### src/rtl/safety_island_boot_ctrl.sv
`timescale 1ns/1ps
// safety_island_boot_ctrl
// AXI4-Lite subordinate that holds the safety island boot-control registers
// and drives the core-complex boot pins.
//   0x0 BOOTMODE[1:0]   RW
//   0x4 BOOT_ADDR[31:0] RW
//   0x8 FETCH_EN[0]     RW
//   0xC STATUS          RO  [31] sticky EOC (write 1 clears), [30:0] exit code
// Any address with bits above [3:2] set returns SLVERR, reads 0 and changes
// nothing.
// Ports:
//   clk_i, rst_ni                 clock, async active-low reset
//   aw_*/w_*/b_*                  AXI-Lite write channels
//   ar_*/r_*                      AXI-Lite read channels
//   bootmode_o, boot_addr_o,
//   fetch_en_o                    boot pins to the core complex
//   eoc_i, exit_code_i            EOC pulse and exit code from the core
module safety_island_boot_ctrl #(
  parameter int          AddrWidth   = 12,
  parameter logic [31:0] DefBootAddr = 32'h1C00_0080,
  parameter logic [1:0]  DefBootMode = 2'd0
) (
  input  logic                 clk_i,
  input  logic                 rst_ni,
  input  logic [AddrWidth-1:0] aw_addr_i,
  input  logic                 aw_valid_i,
  output logic                 aw_ready_o,
  input  logic [31:0]          w_data_i,
  input  logic [3:0]           w_strb_i,
  input  logic                 w_valid_i,
  output logic                 w_ready_o,
  output logic [1:0]           b_resp_o,
  output logic                 b_valid_o,
  input  logic                 b_ready_i,
  input  logic [AddrWidth-1:0] ar_addr_i,
  input  logic                 ar_valid_i,
  output logic                 ar_ready_o,
  output logic [31:0]          r_data_o,
  output logic [1:0]           r_resp_o,
  output logic                 r_valid_o,
  input  logic                 r_ready_i,
  output logic [1:0]           bootmode_o,
  output logic [31:0]          boot_addr_o,
  output logic                 fetch_en_o,
  input  logic                 eoc_i,
  input  logic [30:0]          exit_code_i
);

  localparam logic [1:0] RespOkay   = 2'b00;
  localparam logic [1:0] RespSlvErr = 2'b10;

  typedef enum logic [1:0] {W_IDLE, W_WAIT_W, W_WAIT_AW, W_RESP} wstate_e;
  typedef enum logic       {R_IDLE, R_RESP} rstate_e;

  wstate_e wstate_q, wstate_d;
  rstate_e rstate_q, rstate_d;

  // Holds all readies low until the first clock after reset release.
  logic init_q;

  logic [AddrWidth-1:0] aw_addr_q;
  logic [31:0]          w_data_q;
  logic [3:0]           w_strb_q;
  logic [1:0]           b_resp_q;
  logic [31:0]          r_data_q;
  logic [1:0]           r_resp_q;

  logic [1:0]  bootmode_q;
  logic [31:0] boot_addr_q;
  logic        fetch_en_q;
  logic        eoc_q;
  logic [30:0] exit_code_q;

  logic                 aw_hs, w_hs, ar_hs;
  logic                 lat_aw, lat_w, wr_en, wr_ok;
  logic [AddrWidth-1:0] wr_addr;
  logic [31:0]          wr_data;
  logic [3:0]           wr_strb;
  logic [1:0]           wr_idx;
  logic                 rd_ok;
  logic [31:0]          rd_data;

  function automatic logic addr_legal(input logic [AddrWidth-1:0] a);
    return a[AddrWidth-1:4] == '0;
  endfunction

  function automatic logic [31:0] merge(input logic [31:0] old,
                                        input logic [31:0] nw,
                                        input logic [3:0]  strb);
    logic [31:0] res;
    res = old;
    for (int i = 0; i < 4; i++)
      if (strb[i]) res[8*i +: 8] = nw[8*i +: 8];
    return res;
  endfunction

  assign aw_ready_o = init_q & ((wstate_q == W_IDLE) | (wstate_q == W_WAIT_AW));
  assign w_ready_o  = init_q & ((wstate_q == W_IDLE) | (wstate_q == W_WAIT_W));
  assign b_valid_o  = (wstate_q == W_RESP);
  assign b_resp_o   = b_resp_q;
  assign ar_ready_o = init_q & (rstate_q == R_IDLE);
  assign r_valid_o  = (rstate_q == R_RESP);
  assign r_data_o   = r_data_q;
  assign r_resp_o   = r_resp_q;

  assign aw_hs = aw_valid_i & aw_ready_o;
  assign w_hs  = w_valid_i & w_ready_o;
  assign ar_hs = ar_valid_i & ar_ready_o;

  // Write FSM: the commit beat takes whichever half is live this cycle and
  // the other half from its holding register.
  always_comb begin
    wstate_d = wstate_q;
    wr_en    = 1'b0;
    lat_aw   = 1'b0;
    lat_w    = 1'b0;
    wr_addr  = aw_addr_i;
    wr_data  = w_data_i;
    wr_strb  = w_strb_i;
    case (wstate_q)
      W_IDLE: begin
        if (aw_hs && w_hs) begin
          wr_en    = 1'b1;
          wstate_d = W_RESP;
        end else if (aw_hs) begin
          lat_aw   = 1'b1;
          wstate_d = W_WAIT_W;
        end else if (w_hs) begin
          lat_w    = 1'b1;
          wstate_d = W_WAIT_AW;
        end
      end
      W_WAIT_W: begin
        wr_addr = aw_addr_q;
        if (w_hs) begin
          wr_en    = 1'b1;
          wstate_d = W_RESP;
        end
      end
      W_WAIT_AW: begin
        wr_data = w_data_q;
        wr_strb = w_strb_q;
        if (aw_hs) begin
          wr_en    = 1'b1;
          wstate_d = W_RESP;
        end
      end
      W_RESP: if (b_ready_i) wstate_d = W_IDLE;
      default: wstate_d = W_IDLE;
    endcase
  end

  assign wr_ok  = wr_en & addr_legal(wr_addr);
  assign wr_idx = wr_addr[3:2];

  always_comb begin
    rstate_d = rstate_q;
    case (rstate_q)
      R_IDLE:  if (ar_hs) rstate_d = R_RESP;
      R_RESP:  if (r_ready_i) rstate_d = R_IDLE;
      default: rstate_d = R_IDLE;
    endcase
  end

  // Read mux sees register state before any same-edge write.
  assign rd_ok = addr_legal(ar_addr_i);
  always_comb begin
    rd_data = 32'h0;
    if (rd_ok) begin
      case (ar_addr_i[3:2])
        2'd0:    rd_data = {30'h0, bootmode_q};
        2'd1:    rd_data = boot_addr_q;
        2'd2:    rd_data = {31'h0, fetch_en_q};
        default: rd_data = {eoc_q, exit_code_q};
      endcase
    end
  end

  always_ff @(posedge clk_i or negedge rst_ni) begin
    if (!rst_ni) begin
      init_q    <= 1'b0;
      wstate_q  <= W_IDLE;
      rstate_q  <= R_IDLE;
      aw_addr_q <= '0;
      w_data_q  <= '0;
      w_strb_q  <= '0;
      b_resp_q  <= RespOkay;
      r_data_q  <= '0;
      r_resp_q  <= RespOkay;
    end else begin
      init_q   <= 1'b1;
      wstate_q <= wstate_d;
      rstate_q <= rstate_d;
      if (lat_aw) aw_addr_q <= aw_addr_i;
      if (lat_w) begin
        w_data_q <= w_data_i;
        w_strb_q <= w_strb_i;
      end
      if (wr_en) b_resp_q <= addr_legal(wr_addr) ? RespOkay : RespSlvErr;
      if (ar_hs) begin
        r_data_q <= rd_data;
        r_resp_q <= rd_ok ? RespOkay : RespSlvErr;
      end
    end
  end

  always_ff @(posedge clk_i or negedge rst_ni) begin
    if (!rst_ni) begin
      bootmode_q  <= DefBootMode;
      boot_addr_q <= DefBootAddr;
      fetch_en_q  <= 1'b0;
      eoc_q       <= 1'b0;
      exit_code_q <= '0;
    end else begin
      if (wr_ok && wr_idx == 2'd0 && wr_strb[0]) bootmode_q <= wr_data[1:0];
      if (wr_ok && wr_idx == 2'd1) boot_addr_q <= merge(boot_addr_q, wr_data, wr_strb);
      if (wr_ok && wr_idx == 2'd2 && wr_strb[0]) fetch_en_q <= wr_data[0];
      // A new EOC pulse beats a simultaneous W1C so no completion is lost.
      if (eoc_i) begin
        eoc_q       <= 1'b1;
        exit_code_q <= exit_code_i;
      end else if (wr_ok && wr_idx == 2'd3 && wr_strb[3] && wr_data[31]) begin
        eoc_q <= 1'b0;
      end
    end
  end

  assign bootmode_o  = bootmode_q;
  assign boot_addr_o = boot_addr_q;
  assign fetch_en_o  = fetch_en_q;

  logic unused_addr_lsb;
  assign unused_addr_lsb = ^{wr_addr[1:0], ar_addr_i[1:0]};

endmodule
### config.mk
export PLATFORM = sky130hd
export DESIGN_NAME = safety_island_boot_ctrl
export DESIGN_NICKNAME = d
export VERILOG_FILES = /design/src/rtl/safety_island_boot_ctrl.sv
export SDC_FILE = /design/constraint.sdc
export NUM_CORES = 1
export LEC_CHECK = 0
export CORE_MARGIN = 1
export CORE_UTILIZATION = 45
export DETAILED_ROUTE_END_ITERATION = 16
export GPL_TIMING_DRIVEN = 0
export PLACE_DENSITY = 0.8
export SLEW_MARGIN = 0
export SYNTH_ARGS = -nofsm -noshare
export SYNTH_HDL_FRONTEND = slang
export SYNTH_SLANG_ARGS = --single-unit
### constraint.sdc
create_clock -name clk_i -period 5.05 [get_ports clk_i]
set_clock_uncertainty 0.2 [all_clocks]
set_input_delay 0.505 -clock clk_i [delete_from_list [all_inputs] [get_ports clk_i]]
set_output_delay 0.505 -clock clk_i [all_outputs]
set_load 0.02 [all_outputs]
==> results of run 1 <==
==> cell usage after synthesis (all sizes together) <==
library cell | instances | area, um2
nand2 | 38 | 143
a211o | 3 | 26.3
ha | 5 | 62.6
a32oi | 1 | 8.76
nand3b | 2 | 15.0
clkbuf | 18 | 67.6
a21o | 1 | 7.51
dfrtp | 147 | 3680
nor3 | 2 | 10.0
nor4 | 4 | 37.5
o32a | 1 | 10.0
o21a | 1 | 7.51
mux2 | 142 | 1600
nor2 | 12 | 45.0
nand3 | 4 | 25.0
nand4 | 2 | 18.8
buf | 9 | 43.8
mux2i | 39 | 390
o21ai | 37 | 185
nor2b | 2 | 12.5
nand4b | 1 | 8.76
a31oi | 2 | 12.5
a22oi | 1 | 7.51
inv | 8 | 30.0
a21oi | 3 | 15.0
conb | 2 | 7.51
and2 | 2 | 12.5
mux4 | 1 | 22.5
dfstp | 4 | 105
a2111oi | 6 | 134
==> flip-flops by register name (all words and copies together), names as in the netlist <==
name         cells
wstate_q         2
r_resp_o         1
bootmode_o       2
aw_addr_q       10
b_resp_o         1
w_data_q        32
r_valid_o        1
init_q           1
r_data_o        32
eoc_q            1
exit_code_q     31
w_strb_q         4
boot_addr_o     32
fetch_en_o       1
==> metal layers <==
layer	global-route usage	up-vias	routed length [um]
met3	0.0670	26	968
met2	0.396	145	8650
met4	0.0829	0	292
met5	0	-	0
li1	-	2169	-
met1	0.282	2422	7020
==> metrics by stage <==
step / util / total power (uW) / area (um2) / hold WS, ns / std cells
2_1_floorplan: - / 2270 / 6750 / 0.00941 / 501
3_3_place_gp: 0.593 / 2550 / 8640 / 0.262 / 851
3_5_place_dp: 0.595 / 2630 / 8670 / 0.270 / 852
4_1_cts: 0.636 / 3900 / 9270 / 0.285 / 885
5_1_grt: 0.636 / 4070 / 9270 / 0.295 / 885
6_report: 0.636 / 3870 / 9270 / 0.279 / 885
==> critical path, cell delays in order (launching register included) <==
cell,delay [ns]
dfrtp_1,0.40
inv_1,0.14
ha_1,0.24
buf_1,0.49
nor2_1,0.14
nor2_1,0.12
clkdlybuf4s50_1,0.61
==> report_power, final <==
group / switching, uW / total (uW) / internal [uW]
Combinational: 472 / 1030 / 554
Clock: 474 / 1250 / 777
Sequential: 140 / 1600 / 1460
==> area by class of cell <==
type                       count  area share
clock inverter                 8      0.0104
timing repair buffer         168       0.183
buffer                        27      0.0120
multi-input combinational    315       0.305
inverter                       8     0.00324
tap                          184      0.0248
sequential                   151       0.408
clock buffer                  24      0.0530
==> kinds of logic after synthesis <==
group | Yosys count
DFF | 151
other | 2
adders and majority gates | 5
muxes | 182
and+or+nand+nor | 69
AOI/OAI and AO/OA | 56
buffers and inverters | 35
==> cell usage in the layout (no fill, tap or decap), types with 4 or more instances in the layout <==
cell type,instances
o21ai_0,37
clkbuf_16,17
nand2_1,38
dfrtp_1,147
clkbuf_8,4
mux2i_1,39
mux2_2,142
nor2_1,12
inv_1,8
a2111oi_4,4
clkinv_2,4
buf_1,5
dfstp_2,4
clkbuf_1,21
ha_1,5
clkdlybuf4s50_1,165
==> final timing paths <==
path,slack [ns],endpoint,start
max,1.79,aw_ready_o,wstate_q[0]
min,0.28,b_resp_o[1],b_resp_o[1]
max reg2reg,1.98,boot_addr_o[18],wstate_q[1]
min reg2reg,0.28,b_resp_o[1],b_resp_o[1]
max in group asynchronous,3.37,boot_addr_o[7],rst_ni
min in group asynchronous,0.45,aw_addr_q[11],rst_ni
==> repair_timing <==
| action | CTS | global route |
|---|---|---|
| buffers inserted | 0 | 0 |
| hold buffers | 1 | 0 |
| hold endpoints to repair | 62 | 0 |
==> impl_metrics.tcl, run 1 <==
set metrics [dict create \
    netlist_area_um2 6750 \
    hold_viol 0 \
    cts.path.max_buffers 2 \
    synth_fa_ha_area_frac 0.00927 \
    routed_wl_um 16900 \
    rows 44 \
    rsz0062_at_grt "false" \
    hold_path_depth 2 \
    fin_ws_ns 1.79 \
    grt_pass1_wl_um 27800 \
    synthMuxAreaShare 0.298 \
    clock-sinks 151 \
    fmax_mhz 306 \
    worst_slew_margin_rel 0.332 \
    multiInputGateArea_um2 2830 \
    arrival_ns 2.56 \
    worst_slew_pin_slew_ns 1.00 \
    ys_seq_elements 151 \
    fin_crit_sh 0.646 \
    antenna_found_initial 0 \
    cts_root_buf "clkbuf_16" \
    crit_type "reg2out" \
    yosysWarnings 0 \
    ios 175 \
    cts_resized 0 \
    grt_max_degree 87 \
    synthCells 500 \
    final-seq-area_um2 3780 \
    r2r_cells 6 \
    drv_cap 0 \
    via_per_inst 5.38 \
    powerDensity_nw_per_um2 418 \
    dp_slack_ns 1.75 \
    worstHoldPathType "reg2reg" \
    dr.pass1.iters 5 \
    cp_max_fo 10 \
    synth-compound-area-share 0.0614 \
    clk_latency_ns 0.41 \
    numCtsBuffers 17 \
    nFillCells 1111 \
    synth_top_family_by_area "multiplexers" \
    required_ns 4.35 \
    port_buffers 166 \
    track_usage 0.234 \
    syn2layout_area_growth_pct 37.4 \
    cts_max_level 4 \
    start_util 0.463 \
    synthSimpleGateAreaFrac 0.0486 \
    via_count 4762 \
    hpwl_um 12300 \
    drive_gt1_frac 0.272 \
    syn_area_per_cell_um2 13.5 \
    outcome "finished clean" \
    slew_violations 0 \
    die_area_um2 15500 \
    leakage_uw 0.00400 \
    num_antenna_cells 0 \
    synth_xor_area_frac 0 \
    ir_drop_v 0.000202 \
    synth_cell_types 37 \
    place_congestion 0.831 \
    clkTransAtPathRegs_ns 0.06 \
    wire_per_inst_um 19.1 \
    first_global_vias 5304 \
    drc 0 \
    design.core.area_um2 14600 \
    nets 792 \
    period_minus_slack_ns 3.26 \
    final.setup.tns_ns 0 \
    cp-start-kind "flop" \
    gr-total-overflow 0 \
    critPathCaptureType "output pin" \
    seq_area_frac_synth 0.561 \
    ant_nets 0 \
    final-setup-viol-count 0 \
    die_height_um 124 \
    die_w_um 124 \
    drtIter0Drc 189 \
    cts_tree "done" \
]
(Power assumes the default switching activity.)
==> run 2: changes to the inputs <==
==> constraint.sdc (replaced) <==
create_clock -name clk_i -period 3.4 [get_ports clk_i]
set_clock_uncertainty 0.2 [all_clocks]
set_input_delay 0.34 -clock clk_i [delete_from_list [all_inputs] [get_ports clk_i]]
set_output_delay 0.34 -clock clk_i [all_outputs]
set_load 0.02 [all_outputs]
==> results of run 2 <==
The final DEF is identical to that of run 1. Status: finished clean.
Among the figures that moved: setup slack after placement 1.75 ns -> 0.268 ns; setup slack after layout 1.79 ns -> 0.302 ns; hold slack 0.279 ns -> 0.188 ns; register-to-register setup slack 1.98 ns -> 0.33 ns; end point of the worst hold path b_resp_o[1] -> exit_code_q[30]; total power 3870 uW -> 5750 uW; worst IR drop on VDD 0.000202 V -> 0.000301 V
==> run 3: changes to the inputs <==
--- a/config.mk
+++ b/config.mk
@@ -5,7 +5,6 @@
 export SDC_FILE = /design/constraint.sdc
 export NUM_CORES = 1
 export LEC_CHECK = 0
-export CORE_MARGIN = 1
 export CORE_UTILIZATION = 45
 export DETAILED_ROUTE_END_ITERATION = 16
 export GPL_TIMING_DRIVEN = 0
==> results of run 3 <==
The final DEF is identical to that of run 1. Status: finished clean.
Among the figures that moved: setup slack after placement 1.75 ns -> 0.268 ns; setup slack after layout 1.79 ns -> 0.302 ns; hold slack 0.279 ns -> 0.188 ns; register-to-register setup slack 1.98 ns -> 0.33 ns; end point of the worst hold path b_resp_o[1] -> exit_code_q[30]; total power 3870 uW -> 5750 uW; worst IR drop on VDD 0.000202 V -> 0.000301 V
